`src/rtl/fib_gen_pkg.sv`:
```
// Shared types for the Fibonacci term generator: overflow mode and FSM state.
package fib_gen_pkg;

  localparam int unsigned MODE_W = 2;

  typedef enum logic [MODE_W-1:0] {
    MODE_WRAP = 2'd0,
    MODE_SAT  = 2'd1,
    MODE_STOP = 2'd2
  } mode_e;

  typedef enum logic {
    ST_IDLE = 1'b0,
    ST_RUN  = 1'b1
  } state_e;

  // Encoding 3 is reserved and folds onto WRAP.
  function automatic mode_e decode_mode(input logic [MODE_W-1:0] m);
    case (m)
      2'd1:    return MODE_SAT;
      2'd2:    return MODE_STOP;
      default: return MODE_WRAP;
    endcase
  endfunction

endpackage

```
`src/rtl/fib_gen_if.sv`:
```
// Configuration, output stream and status bundle of fib_gen.
interface fib_gen_if
  import fib_gen_pkg::*;
#(
  parameter int unsigned WIDTH = 16,
  parameter int unsigned CNT_W = 8
);

  logic              start;
  logic [WIDTH-1:0]  seed0;
  logic [WIDTH-1:0]  seed1;
  logic [CNT_W-1:0]  num_terms;
  logic [MODE_W-1:0] mode;
  logic              out_ready;
  logic              out_valid;
  logic [WIDTH-1:0]  out_data;
  logic [CNT_W-1:0]  out_index;
  logic              out_last;
  logic              busy;
  logic              done;
  logic              overflow;

  modport master (
    output start, seed0, seed1, num_terms, mode, out_ready,
    input  out_valid, out_data, out_index, out_last, busy, done, overflow
  );

  modport slave (
    input  start, seed0, seed1, num_terms, mode, out_ready,
    output out_valid, out_data, out_index, out_last, busy, done, overflow
  );

endinterface

```
`src/rtl/fib_sat_add.sv`:
```
// WIDTH-bit adder with carry out and optional clamp to all ones on carry.
module fib_sat_add #(
  parameter int unsigned WIDTH = 16
) (
  input  logic [WIDTH-1:0] a,
  input  logic [WIDTH-1:0] b,
  input  logic             sat_en,
  output logic [WIDTH-1:0] sum_c,
  output logic             carry_c
);

  logic [WIDTH:0] full_c;

  always_comb begin
    full_c  = {1'b0, a} + {1'b0, b};
    carry_c = full_c[WIDTH];
    sum_c   = (sat_en && carry_c) ? '1 : full_c[WIDTH-1:0];
  end

endmodule

```
`src/rtl/fib_gen.sv`:
```
// Fibonacci term generator with valid/ready output and WRAP/SAT/STOP overflow
// handling. The term after next is precomputed from registered state only.
module fib_gen
  import fib_gen_pkg::*;
#(
  parameter int unsigned WIDTH = 16,
  parameter int unsigned CNT_W = 8
) (
  input  logic   clk,
  input  logic   rst_n,
  fib_gen_if.slave bus
);

  state_e           state_q, state_d;
  mode_e            mode_q, mode_d;
  logic [WIDTH-1:0] cur_q, cur_d;
  logic [WIDTH-1:0] nxt_q, nxt_d;
  logic             cur_ovf_q, cur_ovf_d;
  logic             nxt_ovf_q, nxt_ovf_d;
  logic [CNT_W-1:0] num_q, num_d;
  logic [CNT_W-1:0] idx_q, idx_d;
  logic             valid_q, valid_d;
  logic             last_q, last_d;
  logic             busy_q, busy_d;
  logic             done_q, done_d;
  logic             ovf_q, ovf_d;

  logic [WIDTH-1:0] sum_c;
  logic             carry_c;
  logic             sat_en_c;
  logic             xfer_c;
  logic             stop_cut_c;

  assign sat_en_c   = (mode_q == MODE_SAT);
  assign xfer_c     = valid_q && bus.out_ready;
  // In STOP mode an overflowed upcoming term ends the sequence at the current one.
  assign stop_cut_c = (mode_q == MODE_STOP) && nxt_ovf_q;

  fib_sat_add #(.WIDTH(WIDTH)) u_add (
    .a       (cur_q),
    .b       (nxt_q),
    .sat_en  (sat_en_c),
    .sum_c   (sum_c),
    .carry_c (carry_c)
  );

  always_comb begin
    state_d   = state_q;
    mode_d    = mode_q;
    cur_d     = cur_q;
    nxt_d     = nxt_q;
    cur_ovf_d = cur_ovf_q;
    nxt_ovf_d = nxt_ovf_q;
    num_d     = num_q;
    idx_d     = idx_q;
    valid_d   = valid_q;
    busy_d    = busy_q;
    done_d    = 1'b0;
    ovf_d     = ovf_q;

    if (bus.start) begin
      mode_d    = decode_mode(bus.mode);
      cur_d     = bus.seed0;
      nxt_d     = bus.seed1;
      cur_ovf_d = 1'b0;
      nxt_ovf_d = 1'b0;
      num_d     = bus.num_terms;
      idx_d     = '0;
      ovf_d     = 1'b0;
      if (bus.num_terms == '0) begin
        state_d = ST_IDLE;
        done_d  = 1'b1;
      end else begin
        state_d = ST_RUN;
      end
    end else if (state_q == ST_RUN && xfer_c) begin
      if (cur_ovf_q || stop_cut_c) begin
        ovf_d = 1'b1;
      end
      if (last_q) begin
        state_d = ST_IDLE;
        done_d  = 1'b1;
      end else begin
        cur_d     = nxt_q;
        cur_ovf_d = nxt_ovf_q;
        nxt_d     = sum_c;
        nxt_ovf_d = carry_c;
        idx_d     = idx_q + CNT_W'(1);
      end
    end

    valid_d = (state_d == ST_RUN);
    busy_d  = (state_d == ST_RUN);
    last_d  = (state_d == ST_RUN) &&
              ((idx_d == num_d - CNT_W'(1)) || ((mode_d == MODE_STOP) && nxt_ovf_d));
  end

  always_ff @(posedge clk or negedge rst_n) begin
    if (!rst_n) begin
      state_q   <= ST_IDLE;
      mode_q    <= MODE_WRAP;
      cur_q     <= '0;
      nxt_q     <= '0;
      cur_ovf_q <= 1'b0;
      nxt_ovf_q <= 1'b0;
      num_q     <= '0;
      idx_q     <= '0;
      valid_q   <= 1'b0;
      last_q    <= 1'b0;
      busy_q    <= 1'b0;
      done_q    <= 1'b0;
      ovf_q     <= 1'b0;
    end else begin
      state_q   <= state_d;
      mode_q    <= mode_d;
      cur_q     <= cur_d;
      nxt_q     <= nxt_d;
      cur_ovf_q <= cur_ovf_d;
      nxt_ovf_q <= nxt_ovf_d;
      num_q     <= num_d;
      idx_q     <= idx_d;
      valid_q   <= valid_d;
      last_q    <= last_d;
      busy_q    <= busy_d;
      done_q    <= done_d;
      ovf_q     <= ovf_d;
    end
  end

  assign bus.out_valid = valid_q;
  assign bus.out_data  = cur_q;
  assign bus.out_index = idx_q;
  assign bus.out_last  = last_q;
  assign bus.busy      = busy_q;
  assign bus.done      = done_q;
  assign bus.overflow  = ovf_q;

endmodule

```
`src/flat_wrapper.sv`:
```
// flat-port wrapper written by rule: the top's interface ports become plain ports
module fib_gen_flat import fib_gen_pkg::*;
#(
  parameter int unsigned WIDTH = 16,
  parameter int unsigned CNT_W = 8
)
  (clk, rst_n, bus_start, bus_seed0, bus_seed1, bus_num_terms, bus_mode, bus_out_ready, bus_out_valid, bus_out_data, bus_out_index, bus_out_last, bus_busy, bus_done, bus_overflow);
  fib_gen_if #(.WIDTH(WIDTH), .CNT_W(CNT_W)) bus_i ();
  input  logic clk;
  input  logic rst_n;
  input wire logic [$bits(bus_i.start)-1:0] bus_start;
  input wire logic [$bits(bus_i.seed0)-1:0] bus_seed0;
  input wire logic [$bits(bus_i.seed1)-1:0] bus_seed1;
  input wire logic [$bits(bus_i.num_terms)-1:0] bus_num_terms;
  input wire logic [$bits(bus_i.mode)-1:0] bus_mode;
  input wire logic [$bits(bus_i.out_ready)-1:0] bus_out_ready;
  output wire logic [$bits(bus_i.out_valid)-1:0] bus_out_valid;
  output wire logic [$bits(bus_i.out_data)-1:0] bus_out_data;
  output wire logic [$bits(bus_i.out_index)-1:0] bus_out_index;
  output wire logic [$bits(bus_i.out_last)-1:0] bus_out_last;
  output wire logic [$bits(bus_i.busy)-1:0] bus_busy;
  output wire logic [$bits(bus_i.done)-1:0] bus_done;
  output wire logic [$bits(bus_i.overflow)-1:0] bus_overflow;
  assign bus_i.start = bus_start;
  assign bus_i.seed0 = bus_seed0;
  assign bus_i.seed1 = bus_seed1;
  assign bus_i.num_terms = bus_num_terms;
  assign bus_i.mode = bus_mode;
  assign bus_i.out_ready = bus_out_ready;
  assign bus_out_valid = bus_i.out_valid;
  assign bus_out_data = bus_i.out_data;
  assign bus_out_index = bus_i.out_index;
  assign bus_out_last = bus_i.out_last;
  assign bus_busy = bus_i.busy;
  assign bus_done = bus_i.done;
  assign bus_overflow = bus_i.overflow;
  fib_gen #(.WIDTH(WIDTH), .CNT_W(CNT_W)) u_core (.clk(clk), .rst_n(rst_n), .bus(bus_i));
endmodule
```
`config.mk`:
```
export PLATFORM = sky130hd
export DESIGN_NAME = fib_gen_flat
export DESIGN_NICKNAME = d
export VERILOG_FILES = /design/src/rtl/fib_gen_pkg.sv /design/src/rtl/fib_gen_if.sv /design/src/rtl/fib_sat_add.sv /design/src/rtl/fib_gen.sv /design/src/flat_wrapper.sv
export SDC_FILE = /design/constraint.sdc
export NUM_CORES = 1
export LEC_CHECK = 0
export BUFFER_PORTS_ARGS = -buffer_cell sky130_fd_sc_hd__buf_4
export CORE_UTILIZATION = 35
export CTS_CLUSTER_DIAMETER = 30
export DETAILED_ROUTE_END_ITERATION = 7
export REMOVE_ABC_BUFFERS = 1
export SETUP_SLACK_MARGIN = 0.2
export SLEW_MARGIN = 40
export SYNTH_ARGS = -nofsm -noshare
export SYNTH_HDL_FRONTEND = slang
export SYNTH_SLANG_ARGS = --single-unit
```
`constraint.sdc`:
```
create_clock -name clk -period 6.9 [get_ports clk]
set_input_delay 1.38 -clock clk [delete_from_list [all_inputs] [get_ports clk]]
set_output_delay 1.38 -clock clk [all_outputs]
set_load 0.02 [all_outputs]
```
==> results of run 1 <==
cells by family after synthesis:
| family | synth area share [%] |
|---|---|
| AO/OA/AOI/OAI | 20.8 |
| XOR/XNOR | 4.80 |
| adder cells (fa/ha/maj) | 6.54 |
| buffers and inverters | 4.44 |
| flip-flops | 37.4 |
| multiplexers | 7.27 |
| AND/OR/NAND/NOR | 18.8 |
sequential cells by signal, indices dropped and copies added (netlist names):
signal / cells
u_core.bus.done: 1
u_core.bus.out_data: 16
u_core.bus.out_index: 8
u_core.bus.out_last: 1
u_core.bus.overflow: 1
u_core.cur_ovf_q: 1
u_core.mode_q: 2
u_core.num_q: 8
u_core.nxt_ovf_q: 1
u_core.nxt_q: 16
u_core.state_q: 1
critical path: stages:
cell       delay [ns]
buf_4            0.46
mux2i_1          0.41
ha_1             0.27
inv_1            0.08
a2111o_1         0.35
o211a_1          0.14
a221oi_2         0.17
o2111ai_1        0.15
o21ai_1          0.14
layer usage:
layer / GRT usage (%) / vias up / part of all wire [%]
li1: - / 1615 / -
met1: 23.0 / 1525 / 48
met2: 28.1 / 77 / 46
met3: 2.47 / 9 / 4.3
met4: 4.17 / 0 / 0.85
met5: 0 / - / 0
synthesized netlist by cell type (4+ instances only):
library cell,n
nor2_1,23
inv_1,16
a31oi_1,4
o211ai_1,4
nand2_1,51
xor2_1,6
nor3_1,5
xnor2_1,12
mux2i_1,25
o21ai_1,4
nand4_1,4
nor3b_1,4
buf_2,7
a21o_1,6
ha_1,18
o21ai_0,34
o31ai_1,12
a21oi_1,30
dfrtp_1,56
nand3_1,6
or3_1,8
clkbuf_1,8
cell type report:
type / count / area, um2
Tap cell: 136 / 170
Clock buffer: 8 / 90.1
Timing Repair Buffer: 77 / 578
Inverter: 16 / 60.1
Multi-Input combinational cell: 317 / 2190
Sequential cell: 56 / 1400
Fill cell: 1040 / 5880
metrics by stage:
stage	setup WS [ns]	std cells	instance area, um2
finish	3.55	610	4490
global route	3.41	610	4490
floorplan	3.52	389	3640
CTS	3.55	610	4490
detailed placement	3.24	602	4400
global placement	3.33	602	4390
power breakdown:
| part | leakage, nW | switching [mW] | internal (mW) | total, mW |
|---|---|---|---|---|
| logic | 1.38 | 0.275 | 0.218 | 0.493 |
| registers | 0.686 | 0.0442 | 0.378 | 0.422 |
| clock network | 0.0455 | 0.110 | 0.0824 | 0.192 |
how the worst max path moves through the flow:
| stage | startpoint | to | slack, ns | cells past startpoint |
|---|---|---|---|---|
| after detailed placement | bus_start | u_core.bus.out_last$_DFF_PN0_ | 3.24 | 9 |
| after global routing | bus_start | u_core.bus.out_last$_DFF_PN0_ | 3.41 | 9 |
| after floorplan | bus_out_ready | u_core.nxt_q[10]$_DFFE_PN0P_ | 3.52 | 5 |
| after global placement | bus_start | u_core.bus.out_last$_DFF_PN0_ | 3.33 | 9 |
| after CTS | bus_start | u_core.bus.out_last$_DFF_PN0_ | 3.55 | 9 |
| final | bus_start | u_core.bus.out_last$_DFF_PN0_ | 3.55 | 9 |
==> impl_results.md, run 1 <==
* Crit Path Class: input port to register
* Most frequent cells in the layout: buf_4 (77), dfrtp_1 (56), nand2_1 (51)
* R2R Setup Slk at about 3.8 ns
* # IOs at between 70 and 80
* Critical path required time at approximately 7 ns
* Netlist cell types at 64
* RSZ-0062 raised after global routing: false
* Clock Sinks at 56
* Clock slew at the register clock pins of the worst setup and hold paths at ~0.10 ns
* Fin nets at ~540
* DRT iter0 DRCs at approximately 130
* Fmax at between 0.2 and 0.3 GHz
* Die Y at between 100 and 150 um
* Peak supply drop at slightly above 100 uV
* Clk buf depth at 2
* Ant diodes at 0
* Pleak at 2.11 nW
* DRC at 0
* Number of enable flip-flop cells after synthesis at 0
* Top cell type's share of synthesized area at between 30% and 40%
* Total track usage at between 10% and 20%
* Routed WL at 9.18 mm
* PortBufs at between 70 and 80
* Hold WS at between 0.5 and 0.6 ns
* Slew HR at between 50 and 60%
* Die area at roughly 11,000 um2
* Status: finished, final reports clean
* Vias in the first global route at about 3,200
* Syn avg cell area at about 9.1 um2
* Detail Placement HPWL at roughly 6.6 mm
* Area growth syn-to-layout at 19.7%
* Htree depth at 2
* Fin util at a little over two fifths
* Post-CTS setup buffer count at 0
* R2r endpoint: u_core.nxt_q[10]$_DFFE_PN0P_
* Pin count of the biggest net entering global routing at a little over 60
* Yosys warns at 0
* Worst skew pair latency at approximately 0.32 ns
* Prevailing post-synth register cell: dfrtp_1
* Drt wl/cell at between 15 and 20 um
* Commonest non-fill, non-tap cell in the layout: buf_4
* DR vias/cell at 5.29
* Antenna violations before repair at 0
* FF+latch count, synth at 56
* Skew final at roughly 0.018 ns
* DRT antenna net count at 0
* Layout cells sized above 1 at between 20% and 30%
* Worst Path Max Fanout at 60
* Hold depth at 2
* Final TNS setup at 0 ns
* First-pass GRT wire length at between 15 and 20 mm
* # rows at 37
* Dominant cells by area after synthesis: dfrtp_1 (37%), mux2i_1 (6.7%), ha_1 (6.0%)
* Final min period at 3.35 ns
* Endpoints failing setup at 0
* FF-to-FF path depth at 8
* Max Slew Vio Count at 0
* HP Start: u_core.cur_ovf_q$_DFFE_PN0P_
* Critical Path End Type: register
* Power, Total at between 1 and 1.5 mW
* Final Cycle Share at between 40% and 50%
* Cells after Synth at 410
* Max-cap violations at 0
* Cts hold-fix bufs at 0
* Die width at approximately 110 um
* CTS tree: built
* Power Dens Cells at ~250 nW/um2
* Total CTS buffers at 5
* WP data arrival at 3.60 ns
* Hold Path End: u_core.cur_ovf_q$_DFFE_PN0P_
* Total grt overflow at 0
* Largest area contributor in the netlist: dfrtp_1
* Core area at ~10,000 um2
* Sequential area share after synthesis at a little under two fifths
* Syn Std Cell Area at between 3000 and 4000 um2
* Critical Path Source Type: input port
* Routed vias at roughly 3,200
* Initial Utilization at 36.2%
* GP Congestion at ~0.89
* Asr flop ratio synth at 100%
* Hold Vio Cnt, Final at 0
* Worst r2r src: u_core.bus.out_data[0]$_DFFE_PN0P_
* Hold Path Class: register to register
* Worst slew pin tran at 0.723 ns
* Pre-Repair DR Iteration Count at 4
* CTS root buf: clkbuf_8
* Gates resized, CTS repair at 0
Power figures use the tool's default switching activity.
==> run 2, diff against run 1 <==
ABC_AREA = 1   (was default)
clock period = 2.81 ns   (was 6.9 ns; I/O delays follow)
==> impl_results.md, run 2 <==
* Netlist cell types at 36 (-44%)
* Pin count of the biggest net entering global routing at 57 (-6.6%)
* Routed WL at 9.45 mm (+3.0%)
* DRT iter0 DRCs at 157 (+19%)
* Antenna violations before repair at 0 (unchanged)
* Final TNS setup at 0 ns (unchanged)
* Final WS setup at 0.500 ns (-3.05 ns)
* Power, Total at 3.05 mW (+180%)
* DRT antenna net count at 0 (unchanged)
* Total track usage at 17.8% (+0.93 points)
* Inst Count DP at 742 (+23%)
* First-pass GRT wire length at 16.2 mm (+5.8%)
* Skew final at 0.0140 ns (-0.00367 ns)
* Crit Path Class: register to register
* Hold Vio Cnt, Final at 0 (unchanged)
* PortBufs at 74 (unchanged)
* Combinational power share at 46.9% (+2.4 points)
* CTS root buf: clkbuf_8
* Drt wl/cell at 12.6 um (-16%)
* Post-synth top cells: nand2_1 (181), inv_1 (63), dfrtp_1 (56)
* Ant diodes at 0 (unchanged)
* Status: finished, final reports clean
* Total CTS buffers at 5 (unchanged)
* Sw Share at 41.1% (+2.4 points)
* DR vias/cell at 4.87 (-8.0%)
* Critical path required time at 3.02 ns (-4.12 ns)
* Total grt overflow at 0 (unchanged)
* Syn Std Cell Area at 3750 um2 (+0.13%)
* Layout cells sized above 1 at 16.3% (-5.0 points)
* # IOs at 75 (unchanged)
* CTS tree: built
* Worst Path Max Fanout at 15 (-75%)
* GP Congestion at 0.841 (-5.1%)
* Hold Path Class: input port to async pin
* Prevailing post-synth register cell: dfrtp_1
* Worst skew pair latency at 0.32 ns (about the same)
* Slew HR at 51.1% (-0.74 points)
* Count leader, synth: nand2_1
* Detail Placement HPWL at 7.09 mm (+6.8%)
* Die width at 106 um (about the same)
* Int Pwr at 1.80 mW (+160%)
* Place WS at 0.420 ns (-2.82 ns)
* FF+latch count, synth at 56 (unchanged)
* Clock network power share at 17.6% (+0.2 points)
* Largest area contributor in the netlist: dfrtp_1
* Clock Sinks at 56 (unchanged)
* Endpoints failing setup at 0 (unchanged)
* Net switching power at 1.25 mW (+190%)
* Sequential area share after synthesis at 37.3% (-0.050 points)
* Syn avg cell area at 6.93 um2 (-24%)
* Commonest non-fill, non-tap cell in the layout: nand2_1
* Sequential Power Share at 35.5% (-2.6 points)
* Critical Path End Type: register
* Max-cap violations at 0 (unchanged)
* Number of enable flip-flop cells after synthesis at 0 (unchanged)
* Cells after Synth at 542 (+32%)
* Core area at 10,400 um2 (unchanged)
* Yosys warns at 0 (unchanged)
* Die Y at 106 um (about the same)
* Pre-Repair DR Iteration Count at 5 (+1)
* Pleak at 2.48 nW (+17%)
* Most frequent cells in the layout: nand2_1 (181), buf_4 (79), inv_1 (63)
* Max Slew Vio Count at 0 (unchanged)
* RSZ-0062 raised after global routing: false
* Top cell type's share of synthesized area at 37.3% (-0.050 points)
* Worst slew pin tran at 0.734 ns (+0.0110 ns)
* Area growth syn-to-layout at 21.5%
* Vias in the first global route at 3,628 (+14%)
* Clk buf depth at 2 (unchanged)
* Asr flop ratio synth at 100% (unchanged)
* Die area at 11,100 um2 (+0.13%)
* Htree depth at 2 (unchanged)
* Clock slew at the register clock pins of the worst setup and hold paths at 0.10 ns (about the same)
* DRC at 0 (unchanged)
* Critical Path Source Type: register
* Initial Utilization at 36.2% (+0.048 points)
* Dominant cells by area after synthesis: dfrtp_1 (37%), nand2_1 (18%), inv_1 (6.3%)
* Non-Filler Instances at 750 (+23%)
* Routed vias at 3,651 (+13%)
* Fillers at 1,088 (+4.6%)
* Power Dens Cells at 669 nW/um2 (+170%)
* Final Cycle Share at between 80% and 90%
* Final min period at approximately 2.3 ns
* # rows at 37 (unchanged)
* WP data arrival at 2.52 ns (-1.08 ns)
* Fmax at 0.433 GHz
* Peak supply drop at 314 uV (+200%)
* Fin nets at 678 (+26%)
==> run 2: kinds of logic (layout without fill, tap and decap cells) <==
family	count (synthesis)	in the layout	share of synthesized area (%)
simple gates	300	300	33.0
buf+inv	80	152	8.63
compound gates	72	72	11.0
flops	56	56	37.3
fa+ha+maj	19	19	6.53
xor+xnor	15	15	3.50
==> run 2: critical path, stage by stage (launching register included) <==
cell,delay (ns)
dfrtp_1,0.42
ha_1,0.24
fa_1,0.41
nand3_1,0.09
nand3_1,0.13
nand3_1,0.10
nand2_1,0.10
nand2_1,0.12
o21ai_1,0.09
nand2_1,0.12
nand2_4,0.13
o21ai_0,0.19
nand2_1,0.06
==> run 2: cell type report <==
| type | instances | area, um2 | share of cell area [%] |
|---|---|---|---|
| inverters | 65 | 244 | 5.35 |
| multi-input cells | 406 | 2050 | 44.9 |
| well taps | 136 | 170 | 3.73 |
| clock inverters | 2 | 35.0 | 0.768 |
| clock buffers | 6 | 72.6 | 1.59 |
| flip-flops and latches | 56 | 1400 | 30.7 |
| repair buffers | 79 | 593 | 13.0 |
==> run 2: through the flow <==
stage	hold WS [ns]	util [%]	area [um2]
2_1_floorplan	0.266	-	3670
3_3_place_gp	0.474	42.9	4450
3_5_place_dp	0.483	42.9	4450
4_1_cts	0.328	44.0	4560
5_1_grt	0.350	44.0	4560
6_report	0.295	44.0	4560
==> run 2: worst paths after layout <==
kind,from,end,slack [ns],cells past startpoint
max in group asynchronous,rst_n,u_core.nxt_ovf_q$_DFF_PN0_,2.02,1
min,rst_n,u_core.bus.out_data[3]$_DFFE_PN0P_,0.29,1
min reg2reg,u_core.cur_ovf_q$_DFFE_PN0P_,u_core.cur_ovf_q$_DFFE_PN0P_,0.51,2
max reg2reg,u_core.bus.out_data[0]$_DFFE_PN0P_,u_core.nxt_q[9]$_DFFE_PN0P_,0.50,12
min in group clk,bus_seed0[14],u_core.bus.out_data[14]$_DFFE_PN0P_,0.46,3
max,u_core.bus.out_data[0]$_DFFE_PN0P_,u_core.nxt_q[9]$_DFFE_PN0P_,0.50,12
==> run 2: what timing repair did <==
item / in CTS / in global routing
buffers inserted: 0 / 0
resized for setup: 0 / 1
endpoints found under the setup margin: 0 / 7
hold buffers: 0 / 0
endpoints found under the hold margin: 0 / 0
==> run 2: power groups by stage <==
stage	clock network (mW)	registers, mW	logic (mW)
after floorplan	0	1.12	0.984
after global placement	0	1.10	1.41
after detailed placement	0	1.10	1.42
after CTS	0.556	1.09	1.43
after global routing	0.593	1.11	1.63
final	0.537	1.08	1.43
==> run 2: per-layer routing <==
metal  vias to the layer above  track usage [%]  wire length, um
li1                       1876                -                -
met1                      1685             23.8             4520
met2                        79             30.7             4480
met3                        11             1.86              340
met4                         0             4.56              104
met5                         -                0                0
